==> src/rtl/traffic_phase_ctrl.sv <==
// N-phase round-robin intersection controller with latched pedestrian walk
// interval and blinking-yellow fault mode; lamps are registered Moore outputs.
module traffic_phase_ctrl #(
    parameter int NUM_PHASES    = 4,
    parameter int GREEN_CYCLES  = 8,
    parameter int YELLOW_CYCLES = 3,
    parameter int ALLRED_CYCLES = 2,
    parameter int PED_CYCLES    = 5,
    parameter int BLINK_CYCLES  = 4,
    parameter int CNT_W         = 8
) (
    input  logic                  clk,
    input  logic                  rst,
    input  logic [NUM_PHASES-1:0] req,
    input  logic                  ped_req,
    input  logic                  blink_en,
    output logic [NUM_PHASES-1:0] green,
    output logic [NUM_PHASES-1:0] yellow,
    output logic [NUM_PHASES-1:0] red,
    output logic                  walk,
    output logic [2:0]            phase,
    output logic [2:0]            state_o
);

    typedef enum logic [2:0] {
        S_GREEN  = 3'd0,
        S_YELLOW = 3'd1,
        S_ALLRED = 3'd2,
        S_WALK   = 3'd3,
        S_BLINK  = 3'd4
    } state_t;

    localparam logic [CNT_W-1:0] GREEN_LD  = CNT_W'(GREEN_CYCLES - 1);
    localparam logic [CNT_W-1:0] YELLOW_LD = CNT_W'(YELLOW_CYCLES - 1);
    localparam logic [CNT_W-1:0] ALLRED_LD = CNT_W'(ALLRED_CYCLES - 1);
    localparam logic [CNT_W-1:0] PED_LD    = CNT_W'(PED_CYCLES - 1);
    localparam logic [CNT_W-1:0] BLINK_LD  = CNT_W'(BLINK_CYCLES - 1);

    state_t                r_state, w_state_next;
    logic [2:0]            r_phase, w_phase_next, w_sel;
    logic [CNT_W-1:0]      r_timer, w_timer_next;
    logic [NUM_PHASES-1:0] r_pending, w_pending_next, w_req_masked, w_others;
    logic                  r_ped, w_ped_next, w_ped_clear;
    logic                  r_tog, w_tog_next;
    logic                  w_green_entry;
    logic [NUM_PHASES-1:0] r_green, r_yellow, r_red;
    logic [NUM_PHASES-1:0] w_green_next, w_yellow_next, w_red_next;
    logic                  r_walk;

    // Per-phase request latching and lamp decode of the upcoming state.
    genvar gi;
    generate
        for (gi = 0; gi < NUM_PHASES; gi++) begin : g_phase
            assign w_req_masked[gi]   = req[gi] & ~((r_state == S_GREEN) && (r_phase == 3'(gi)));
            assign w_others[gi]       = (r_pending[gi] | req[gi]) & (r_phase != 3'(gi));
            assign w_pending_next[gi] = (r_pending[gi] | w_req_masked[gi])
                                        & ~(w_green_entry && (w_phase_next == 3'(gi)));
            assign w_green_next[gi]   = (w_state_next == S_GREEN) && (w_phase_next == 3'(gi));
            assign w_yellow_next[gi]  = ((w_state_next == S_YELLOW) && (w_phase_next == 3'(gi)))
                                        || ((w_state_next == S_BLINK) && w_tog_next);
            assign w_red_next[gi]     = (((w_state_next == S_GREEN) || (w_state_next == S_YELLOW))
                                         && (w_phase_next != 3'(gi)))
                                        || (w_state_next == S_ALLRED) || (w_state_next == S_WALK);
        end
    endgenerate

    // Round-robin pick: nearest pending phase after the current one, else stay.
    always_comb begin
        w_sel = r_phase;
        for (int k = NUM_PHASES - 1; k >= 1; k--) begin
            for (int i = 0; i < NUM_PHASES; i++) begin
                if (r_pending[i] && (((int'(r_phase) + k) % NUM_PHASES) == i)) begin
                    w_sel = 3'(i);
                end
            end
        end
    end

    always_comb begin
        w_state_next  = r_state;
        w_phase_next  = r_phase;
        w_timer_next  = r_timer;
        w_tog_next    = r_tog;
        w_green_entry = 1'b0;
        w_ped_clear   = 1'b0;
        if (blink_en) begin
            if (r_state != S_BLINK) begin
                w_state_next = S_BLINK;
                w_timer_next = BLINK_LD;
                w_tog_next   = 1'b1;
            end else if (r_timer == '0) begin
                w_timer_next = BLINK_LD;
                w_tog_next   = ~r_tog;
            end else begin
                w_timer_next = r_timer - 1'b1;
            end
        end else begin
            case (r_state)
                S_GREEN: begin
                    if (r_timer != '0) begin
                        w_timer_next = r_timer - 1'b1;
                    end else if ((|w_others) || r_ped || ped_req) begin
                        w_state_next = S_YELLOW;
                        w_timer_next = YELLOW_LD;
                    end
                end
                S_YELLOW: begin
                    if (r_timer != '0) begin
                        w_timer_next = r_timer - 1'b1;
                    end else begin
                        w_state_next = S_ALLRED;
                        w_timer_next = ALLRED_LD;
                    end
                end
                S_ALLRED: begin
                    if (r_timer != '0) begin
                        w_timer_next = r_timer - 1'b1;
                    end else if (r_ped) begin
                        w_state_next = S_WALK;
                        w_timer_next = PED_LD;
                        w_ped_clear  = 1'b1;
                    end else begin
                        w_state_next  = S_GREEN;
                        w_phase_next  = w_sel;
                        w_timer_next  = GREEN_LD;
                        w_green_entry = 1'b1;
                    end
                end
                S_WALK: begin
                    if (r_timer != '0) begin
                        w_timer_next = r_timer - 1'b1;
                    end else begin
                        w_state_next  = S_GREEN;
                        w_phase_next  = w_sel;
                        w_timer_next  = GREEN_LD;
                        w_green_entry = 1'b1;
                    end
                end
                S_BLINK: begin
                    w_state_next = S_ALLRED;
                    w_timer_next = ALLRED_LD;
                end
                default: begin
                    w_state_next = S_GREEN;
                    w_timer_next = GREEN_LD;
                end
            endcase
        end
        w_ped_next = (r_ped | ped_req) & ~w_ped_clear;
    end

    always_ff @(posedge clk or negedge rst) begin
        if (!rst) begin
            r_state   <= S_GREEN;
            r_phase   <= 3'd0;
            r_timer   <= GREEN_LD;
            r_pending <= '0;
            r_ped     <= 1'b0;
            r_tog     <= 1'b0;
            r_green   <= NUM_PHASES'(1);
            r_yellow  <= '0;
            r_red     <= ~NUM_PHASES'(1);
            r_walk    <= 1'b0;
        end else begin
            r_state   <= w_state_next;
            r_phase   <= w_phase_next;
            r_timer   <= w_timer_next;
            r_pending <= w_pending_next;
            r_ped     <= w_ped_next;
            r_tog     <= w_tog_next;
            r_green   <= w_green_next;
            r_yellow  <= w_yellow_next;
            r_red     <= w_red_next;
            r_walk    <= (w_state_next == S_WALK);
        end
    end

    assign green   = r_green;
    assign yellow  = r_yellow;
    assign red     = r_red;
    assign walk    = r_walk;
    assign phase   = r_phase;
    assign state_o = r_state;

endmodule

==> config.mk <==
export PLATFORM = sky130hd
export DESIGN_NAME = traffic_phase_ctrl
export DESIGN_NICKNAME = d
export VERILOG_FILES = /design/src/rtl/traffic_phase_ctrl.sv
export SDC_FILE = /design/constraint.sdc
export NUM_CORES = 1
export LEC_CHECK = 0
export BUFFER_PORTS_ARGS = -buffer_cell sky130_fd_sc_hd__buf_2
export CORE_UTILIZATION = 60
export DETAILED_ROUTE_END_ITERATION = 8
export HOLD_SLACK_MARGIN = 0.02
export PLACE_DENSITY_LB_ADDON = 0.08
export SLEW_MARGIN = 20
export SYNTH_ARGS = -nofsm -noshare
export SYNTH_HDL_FRONTEND = slang
export SYNTH_SLANG_ARGS = --single-unit
==> constraint.sdc <==
create_clock -name clk -period 4 [get_ports clk]
set_input_delay 0.2 -clock clk [delete_from_list [all_inputs] [get_ports clk]]
set_output_delay 0.2 -clock clk [all_outputs]
set_load 0.005 [all_outputs]
==> reports/summary.txt, run 1 <==
CP Capture Type: register
IO buf count: 26
Vias in the first global route: 1568
F_max: 380.4 MHz
Row cnt: 20
Root buf cell: clkbuf_4
RSZ-0062 raised after global routing: false
Post-route ant nets: 0
Die height: 58.62 µm
Total track usage: 28.13%
Final instance area: 2118 µm²
Max_slew headroom: 51.68%
Post-Syn Nets: 219
Clock skew: 0.006389 ns
CTS tree: built
Fin cells: 276
Gate count of the mapped netlist: 210
Top FF cell, synth: dfrtp_1
Worst slack at placement: 1.363 ns
Critical Path Source Type: register
Worst R2R Start: r_timer[0]$_DFFE_PN1P_
Clock Path Buffers: 2
Routed length per placed instance: 16.15 µm
Worst VDD drop: 0.0002331 V
Count of different cell masters after synthesis: 57
Lkg Pwr: 0.9212 nW
Outcome: finished clean
Tcrit/Tclk final: 65.72%
Worst EP arrival: 2.85 ns
Reg2reg end: yellow[0]$_DFF_PN0_
Fin. max-slew vios: 0
Avg Synthesized Cell Area: 9.158 µm²
Core Area: 3053 µm²
Post-synth EDFFs: 0
Post-DP HPWL: 3160 µm
Total clock sinks: 33
Worst-Margin Slew: 0.7221 ns
Critical Path Sink: yellow[0]$_DFF_PN0_
Worst hold path type: input pin to register
Global-route wire length before repair: 7134 µm
PD cells: 366.1 nW/µm²
Mapped Area: 1923 µm²
GR Overflow Total: 0
TNS Setup: 0 ns
Inserted Clock Buffers: 5
YS warnings: 0
WS Path Type: register to register
DIE AREA: 3436 µm²
# H-tree levels: 2
Die Width: 58.62 µm
GPL Wtd Cong: 0.8475
Worst Path Required: 4.22 ns
Yosys reg bits: 33
Critical-path maximum fanout: 12
Layout area overhead: 10.15%
Reg2Reg Depth: 7
Area after DPL: 2053 µm²
FFs w/ async S/R, synth: 100.0%
Diodes inserted: 0
Reg2reg setup slack: 1.37 ns
Iteration-0 DRC Markers: 121
Share of the synthesized area in the top cell type: 33.83%
Number of vias per cell: 6.301
Total number of vias: 1739
Final hold violation count: 0
# DRC: 0
Initial antenna violation count: 0
Largest net degree at the start of global routing: 34
Initial Util: 62.99%
Final min period: 2.629 ns
Total Wirelength: 4457 µm
Setup ws final: 1.371 ns
Setup bufs post-CTS: 0
Hold Path Origin: req[0]
Critical Path Start: r_timer[0]$_DFFE_PN1P_
CTS clk-pin slew, worst paths: 0.11 ns
IO Pins: 27
Most frequent cells in the layout: dfrtp_1 (26), buf_2 (26), nand2_1 (19)
Layout cells sized above 1: 23.28%
Pre-Repair DR Iteration Count: 4
Clk_lat worst skew: 0.35 ns
Setup-failing EPs final: 0
Yosys top cell by area: dfrtp_1
Fin nets: 240
Post-synthesis sequential area ratio: 43.40%
Max_cap viols: 0
Synth top area cells: dfrtp_1 (34%), dfstp_2 (9.6%), a21oi_1 (4.2%)
Cell count after placement: 267
[layout make-up]
class	instances	area, µm²
multi-input combinational	158	1011
fill	248	934.6
sequential	33	834.6
timing repair buffer	27	140.1
tap	44	55.05
clock buffer	5	37.54
inverter	6	22.52
clock inverter	3	17.52
[flip-flops by register name, indices dropped and copies added (netlist names)]
register / cells
yellow: 4
green: 4
red: 4
r_ped: 1
r_pending: 4
state_o: 3
phase: 3
r_tog: 1
walk: 1
r_timer: 8
[how the worst min path moves through the flow]
stage	depth (start not counted)	slack, ns	endpoint
6_report	3	0.14	r_pending[0]$_DFF_PN0_
5_1_grt	3	0.16	r_pending[2]$_DFF_PN0_
4_1_cts	3	0.12	r_pending[1]$_DFF_PN0_
3_5_place_dp	1	0.29	phase[1]$_DFF_PN0_
3_3_place_gp	1	0.28	phase[1]$_DFF_PN0_
2_1_floorplan	0	-0.1	green[1]$_DFF_PN0_
[stage by stage]
stage	power [W]	hold WS, ns	utilization, %
2_1_floorplan	0.0005270	-0.09559	-
3_3_place_gp	0.0005745	0.2756	67.25
3_5_place_dp	0.0005838	0.2921	67.25
4_1_cts	0.0007789	0.1230	69.39
5_1_grt	0.0008152	0.1565	69.39
6_report	0.0007755	0.1408	69.39
[cell usage after synthesis (all sizes together), types with 2 or more instances]
cell / n
dfrtp: 26
nand2: 19
nor2: 18
a21oi: 17
o21ai: 14
nor3: 8
clkbuf: 7
dfstp: 7
nor3b: 7
or3: 7
buf: 6
inv: 6
nand2b: 4
nand3: 4
nor2b: 4
o31ai: 4
a22oi: 3
nor4: 3
o211ai: 3
a211oi: 2
a21o: 2
a22o: 2
a41o: 2
a41oi: 2
and3b: 2
mux2: 2
nand4: 2
o2bb2ai: 2
o32ai: 2
o41ai: 2
or2: 2
or4: 2
xor2: 2
[kinds of logic after synthesis]
family / count (synthesis) / synth area share (%)
buffers and inverters: 19 / 4.034
AO/OA/AOI/OAI: 65 / 23.42
adder cells (fa/ha/maj): 1 / 0.6505
XOR/XNOR: 2 / 0.9110
AND/OR/NAND/NOR: 87 / 25.89
flip-flops: 33 / 43.40
multiplexers: 3 / 1.692
[power by group]
group          switching [W]  leakage [nW]  internal (W)
clock network       0.000127        0.0310     0.0000662
logic               0.000111         0.498     0.0000700
registers          0.0000301         0.392      0.000371
[critical path: stages, from the launching register on]
cell,delay [ns]
dfstp_2,0.40
inv_1,0.05
ha_1,0.21
or4b_1,0.62
nor2_1,0.63
xor2_1,0.16
o21ai_0,0.29
o41ai_1,0.13
[per-layer routing]
layer / track usage [%] / part of all wire (%) / vias up
met5: 0 / 0 / -
met1: 35.09 / 43 / 832
met3: 7.033 / 5.9 / 11
met2: 45.16 / 49 / 74
li1: - / - / 822
met4: 14.97 / 2.1 / 0
[what timing repair did]
action	4_1_cts	5_1_grt
hold buffers	1	0
hold endpoints to repair	26	0
gates resized for setup	0	0
Note: power is estimated with default switching activity, not from simulation.
==> run 2, diff against run 1 <==
- CORE_UTILIZATION: 60 -> 57
- clock period: 4 -> 2.5 ns (I/O delays scaled with it)
==> run 2 against run 1 <==
Compared with the run above: global-route usage about the same; via count increased by 1.4%; maximum frequency increased by 9.5%; die area increased by 5.1%; combinational power increased by 79%; utilization increased by 1.4 points; sequential power increased by 59%; clock skew increased by 0.016 ns; flip-flop and latch count unchanged; routed wire length increased by 1.3%.
==> reports/summary.txt, run 2 (synthesis results as in run 1) <==
Post-route ant nets: 0 (unchanged)
Die height: 60.09 µm (+2.5%)
Diodes inserted: 0 (unchanged)
Worst VDD drop: 0.0003205 V (+38%)
Largest Register: r_timer
Hold Worst Slack: 0.05630 ns (-0.08451 ns)
Max_slew headroom: 51.35% (-0.34 points)
IO Pins: 27 (unchanged)
RSZ-0062 raised after global routing: true
Critical-path maximum fanout: 8 (-4)
Top Layer Used: met4
DIE AREA: 3610 µm² (+5.1%)
Fill cells: 254 (+2.4%)
Switching pwr: 0.0004270 W (+59%)
Reg area: 834.6 µm² (unchanged)
Die Width: 60.09 µm (+2.5%)
Largest net degree at the start of global routing: 34 (unchanged)
Clk pwr share: 23.7% (-1.2 points)
# H-tree levels: 2 (unchanged)
Global-route wire length before repair: 7486 µm (+4.9%)
Initial antenna violation count: 0 (unchanged)
Area after DPL: 2121 µm² (+3.3%)
GR Overflow Total: 0 (unchanged)
Clk_lat worst skew: 0.35 ns (about the same)
Number of vias per cell: 6.168 (-2.1%)
Lkg Pwr: 0.9752 nW (+5.9%)
CTS tree: built
Reg2reg end: yellow[2]$_DFF_PN0_
Worst R2R Start: r_timer[0]$_DFFE_PN1P_
Fin nets: 250 (+4.2%)
Met1 Routed Length: 1925 µm (+1.2%)
Clock skew: 0.02277 ns (+0.01638 ns)
Core Area: 3128 µm² (+2.5%)
Worst-Margin Slew: 0.7298 ns (+0.007709 ns)
Fin cells: 286 (+3.6%)
GPL Wtd Cong: 0.9000 (+6.2%)
Root buf cell: clkbuf_4
Total track usage: 28.11% (about the same)
Layout area overhead: 15.16%
Total Wirelength: 4514 µm (+1.3%)
IO buf count: 26 (unchanged)
PD cells: 568.5 nW/µm² (+55%)
Total clock sinks: 33 (unchanged)
Row cnt: 20 (unchanged)
DR WL met3: 268 µm (+1.1%)
Final instance area: 2215 µm² (+4.5%)
Post-DP HPWL: 3192 µm (+1.0%)
Reg2Reg Depth: 8 (+1)
Setup ws final: 0.1000 ns (-1.271 ns)
Routed length per placed instance: 15.78 µm (-2.3%)
Gate power share: 25.7% (+2.3 points)
Outcome: finished clean
Pre-Repair DR Iteration Count: 4 (unchanged)
Wire length on met2: 2242 µm (+2.2%)
Worst Path Required: 2.71 ns (-1.51 ns)
Internal: 0.0008320 W (+64%)
# DRC: 0 (unchanged)
Final min period: 2.400 ns (-0.2288 ns)
Inserted Clock Buffers: 5 (unchanged)
Max_cap viols: 0 (unchanged)
CTS clk-pin slew, worst paths: 0.12 ns (about the same)
WHS Path Cells: 3 (unchanged)
Clock Path Buffers: 2 (unchanged)
WS Path Type: register to register
Tcrit/Tclk final: 96.00% (+30 points)
Multi-input logic area: 1032 µm² (+2.1%)
Reg power frac: 50.5% (-1.3 points)
Critical Path Source Type: register
Net Sw Frac: 33.92% (-0.63 points)
Layout cells sized above 1: 27.69% (+4.4 points)
Fin. max-slew vios: 0 (unchanged)
Total number of vias: 1764 (+1.4%)
Final hold violation count: 0 (unchanged)
Hold Path Origin: req[3]
Most frequent cells in the layout: dfrtp_1 (26), buf_2 (26), nand2_1 (19)
Setup-failing EPs final: 0 (unchanged)
CP Capture Type: register
Worst EP arrival: 2.61 ns (-0.24 ns)
Vias in the first global route: 1656 (+5.6%)
Worst hold path type: input pin to register
Worst slack at placement: 0.1294 ns (-1.234 ns)
Hold Path End: r_pending[3]$_DFF_PN0_
Reg2reg setup slack: 0.10 ns (-1.27 ns)
Initial Util: 61.48% (-1.5 points)
F_max: 416.7 MHz (+9.5%)
Largest register FFs: 8 (unchanged)
Iteration-0 DRC Markers: 121 (unchanged)
Cell count after placement: 276 (+3.4%)
run 2: changes by cell type in the layout (fill, tap and decap cells not counted), sizes merged:
cell,before,now
buf,26,36
run 2: worst max path at each step:
stage / slack (ns) / depth (start not counted) / endpoint / from
after floorplan: 0.18 / 8 / r_timer[6]$_DFFE_PN0P_ / r_timer[0]$_DFFE_PN1P_
after global placement: 0.20 / 7 / r_timer[6]$_DFFE_PN0P_ / r_timer[0]$_DFFE_PN1P_
after detailed placement: 0.13 / 8 / yellow[0]$_DFF_PN0_ / r_timer[1]$_DFFE_PN1P_
after CTS: 0.08 / 8 / green[2]$_DFF_PN0_ / r_timer[1]$_DFFE_PN1P_
after global routing: -0.04 / 7 / green[3]$_DFF_PN0_ / r_timer[1]$_DFFE_PN1P_
final: 0.10 / 8 / yellow[2]$_DFF_PN0_ / r_timer[0]$_DFFE_PN1P_
run 2: power groups by stage:
stage	combinational, W	clock [W]	sequential [W]
final	0.000324	0.000299	0.000636
after global routing	0.000360	0.000335	0.000643
after CTS	0.000313	0.000311	0.000635
after detailed placement	0.000308	0	0.000646
after global placement	0.000302	0	0.000640
after floorplan	0.000208	0	0.000635
run 2: through the flow:
step	power [W]	utilization [%]	setup TNS, ns
after global routing	0.001338	70.80	-0.06838
final	0.001259	70.80	0
after detailed placement	0.0009538	67.80	0
after floorplan	0.0008432	-	0
after CTS	0.001259	69.88	0
after global placement	0.0009424	67.80	0
run 2: repair_timing:
| action | 4_1_cts | 5_1_grt |
|---|---|---|
| hold endpoints to repair | 26 | 0 |
| gates resized for setup | 0 | 3 |
| endpoints found under the setup margin | 0 | 7 |
| hold buffers | 1 | 0 |
| setup buffers | 0 | 1 |
run 2: routing by layer:
layer / vias up / GRT usage (%)
li1: 842 / -
met1: 842 / 34.97
met2: 72 / 46.19
met3: 8 / 7.576
met4: 0 / 10.96
met5: - / 0
run 2: cell type report:
type,count,share of cell area (%)
multi-input combinational,158,46.61
sequential,33,37.68
timing repair buffer,37,9.718
tap,44,2.486
clock buffer,5,1.695
inverter,6,1.017
clock inverter,3,0.7910
run 2: worst max-delay path: stages, from the launching register on:
cell and delay [ns]:
dfstp_2 0.39, inv_1 0.06, ha_1 0.21, or4b_1 0.47, buf_4 0.19, nor2_1 0.25
xor2_1 0.14, o21ai_0 0.41, o41ai_2 0.15
==> run 3, diff against run 2 <==
- PLACE_DENSITY: unset -> 0.79
- PLACE_DENSITY_LB_ADDON: 0.08 -> unset
==> run 3 against run 2 <==
Compared with the run above: routed wire length is 6.8% higher; clock power grew 3%; die area stayed put; cell area is 1.5% higher; first-iteration DRC count grew 5.8%; maximum frequency down 0.62%; combinational power rose by 4%; critical path depth unchanged; critical endpoint is now green[1]$_DFF_PN0_; flip-flop and latch count did not move; largest cell class unchanged; clock skew down 0.014 ns; worst hold slack better by 0.013 ns.
==> reports/summary.txt, run 3 (synthesis results as in run 1) <==
Worst R2R Start: r_timer[1]$_DFFE_PN1P_
F_max: 414.1 MHz (-0.62%)
Clock skew: 0.008442 ns (-0.01432 ns)
WS Path Type: register to register
Iteration-0 DRC Markers: 128 (+5.8%)
Final hold violation count: 0 (unchanged)
Largest net degree at the start of global routing: 34 (unchanged)
Die Width: 60.09 µm (unchanged)
IO buf count: 26 (unchanged)
Critical-path maximum fanout: 6 (-2)
Worst EP arrival: 2.67 ns (+0.06 ns)
Max_cap viols: 0 (unchanged)
Die height: 60.09 µm (unchanged)
Layout area overhead: 16.92%
Fin. max-slew vios: 0 (unchanged)
# H-tree levels: 2 (unchanged)
Layout cells sized above 1: 28.98% (+1.3 points)
Post-DP HPWL: 3443 µm (+7.8%)
Pre-Repair DR Iteration Count: 4 (unchanged)
Number of vias per cell: 6.318 (+2.4%)
Worst Path Required: 2.76 ns (+0.05 ns)
PD cells: 570.5 nW/µm² (+0.35%)
Final min period: 2.415 ns (+0.01487 ns)
Hold Path Origin: req[2]
Tcrit/Tclk final: 96.59% (+0.59 points)
Cell count after placement: 279 (+1.1%)
Worst-Margin Slew: 0.7218 ns (-0.008050 ns)
Core Area: 3128 µm² (unchanged)
Clock Path Buffers: 2 (unchanged)
Root buf cell: clkbuf_4
Most frequent cells in the layout: dfrtp_1 (26), buf_2 (26), nand2_1 (19)
Total clock sinks: 33 (unchanged)
Inserted Clock Buffers: 5 (unchanged)
Routed length per placed instance: 16.69 µm (+5.7%)
Reg2reg setup slack: 0.09 ns (about the same)
CTS tree: built
Critical Path Source Type: register
Reg2Reg Depth: 8 (unchanged)
Largest register FFs: 8 (unchanged)
Clk_lat worst skew: 0.35 ns (about the same)
Worst VDD drop: 0.0003791 V (+18%)
DIE AREA: 3610 µm² (unchanged)
Row cnt: 20 (unchanged)
Initial antenna violation count: 0 (unchanged)
Outcome: finished clean
Critical Path Start: r_timer[1]$_DFFE_PN1P_
Diodes inserted: 0 (unchanged)
CP Capture Type: register
Post-route ant nets: 0 (unchanged)
Vias in the first global route: 1668 (+0.72%)
Final Core Density: 71.88% (+1.1 points)
Total track usage: 29.86% (+1.8 points)
Max_slew headroom: 51.88% (+0.54 points)
Critical Path Sink: green[1]$_DFF_PN0_
Fin nets: 253 (+1.2%)
Largest Register: r_timer
Initial Util: 61.48% (unchanged)
GR Overflow Total: 0 (unchanged)
CTS clk-pin slew, worst paths: 0.11 ns (about the same)
GPL Wtd Cong: 0.8999 (about the same)
Global-route wire length before repair: 7845 µm (+4.8%)
IO Pins: 27 (unchanged)
Total Wirelength: 4822 µm (+6.8%)
Reg2reg end: green[1]$_DFF_PN0_
Worst hold path type: input pin to register
# DRC: 0 (unchanged)
Lkg Pwr: 0.9901 nW (+1.5%)
Setup-failing EPs final: 0 (unchanged)
Total number of vias: 1826 (+3.5%)
Fin cells: 289 (+1.0%)
## run 3: cell types whose count changed in the layout (fill, tap and decap cells not counted)
| cell | change |
|---|---|
| a22oi_1 | -1 |
| a22oi_2 | +1 |
| a41oi_1 | +1 |
| a41oi_2 | -1 |
| buf_4 | +3 |
| nor3_1 | -1 |
| nor3_2 | +1 |
| nor4_2 | -1 |
| nor4_4 | +1 |
| o21ai_0 | -1 |
| o21ai_1 | +1 |
## run 3: per-stage QoR
stage,TNS (ns),setup WS [ns],hold slack [ns],power (W),area [µm²]
after floorplan,0,0.1849,-0.1706,0.0008432,1923
after global placement,0,0.2086,0.2106,0.0009477,2143
after detailed placement,0,0.08305,0.2262,0.0009645,2143
after CTS,0,0.05010,0.06771,0.001271,2208
after global routing,-0.08364,-0.02984,0.06808,0.001355,2248
final,0,0.08514,0.06933,0.001283,2248
## run 3: area by class of cell
| class | instances | area, µm² |
|---|---|---|
| tap | 44 | 55.05 |
| multi-input combinational | 158 | 1044 |
| timing repair buffer | 40 | 237.7 |
| fill | 244 | 879.6 |
| clock inverter | 3 | 17.52 |
| clock buffer | 5 | 37.54 |
| sequential | 33 | 834.6 |
| inverter | 6 | 22.52 |
## run 3: worst min path at each step
stage | end | slack, ns | cells past startpoint
4_1_cts | r_pending[2]$_DFF_PN0_ | 0.07 | 3
2_1_floorplan | green[1]$_DFF_PN0_ | -0.17 | 0
3_5_place_dp | r_pending[1]$_DFF_PN0_ | 0.23 | 1
5_1_grt | r_pending[3]$_DFF_PN0_ | 0.07 | 3
6_report | r_pending[2]$_DFF_PN0_ | 0.07 | 3
3_3_place_gp | r_pending[0]$_DFF_PN0_ | 0.21 | 1
## run 3: where the power goes
group          internal, W  switching [W]
clock             0.000106       0.000202
combinational     0.000136       0.000202
sequential        0.000594      0.0000425
total             0.000836       0.000446
## run 3: critical path, stage by stage, from the launching register on
cell      delay (ns)
dfstp_2         0.39
inv_1           0.07
ha_1            0.21
nor4b_2         0.32
buf_4           0.19
and4_1          0.22
o211ai_1        0.24
a22oi_1         0.44
nor3b_1         0.24
## run 3: timing repair
item / in CTS / in global routing
hold buffers: 1 / 0
endpoints found under the hold margin: 26 / 0
endpoints found under the setup margin: 0 / 7
resized for setup: 0 / 6
setup buffers: 0 / 1
## run 3: layer usage
layer	wire length, µm	part of all wire (%)	global-route usage, %
met3	260	5.4	6.277
met1	1982	41	36.53
met5	0	0	0
met2	2456	51	50.00
met4	123	2.6	13.95
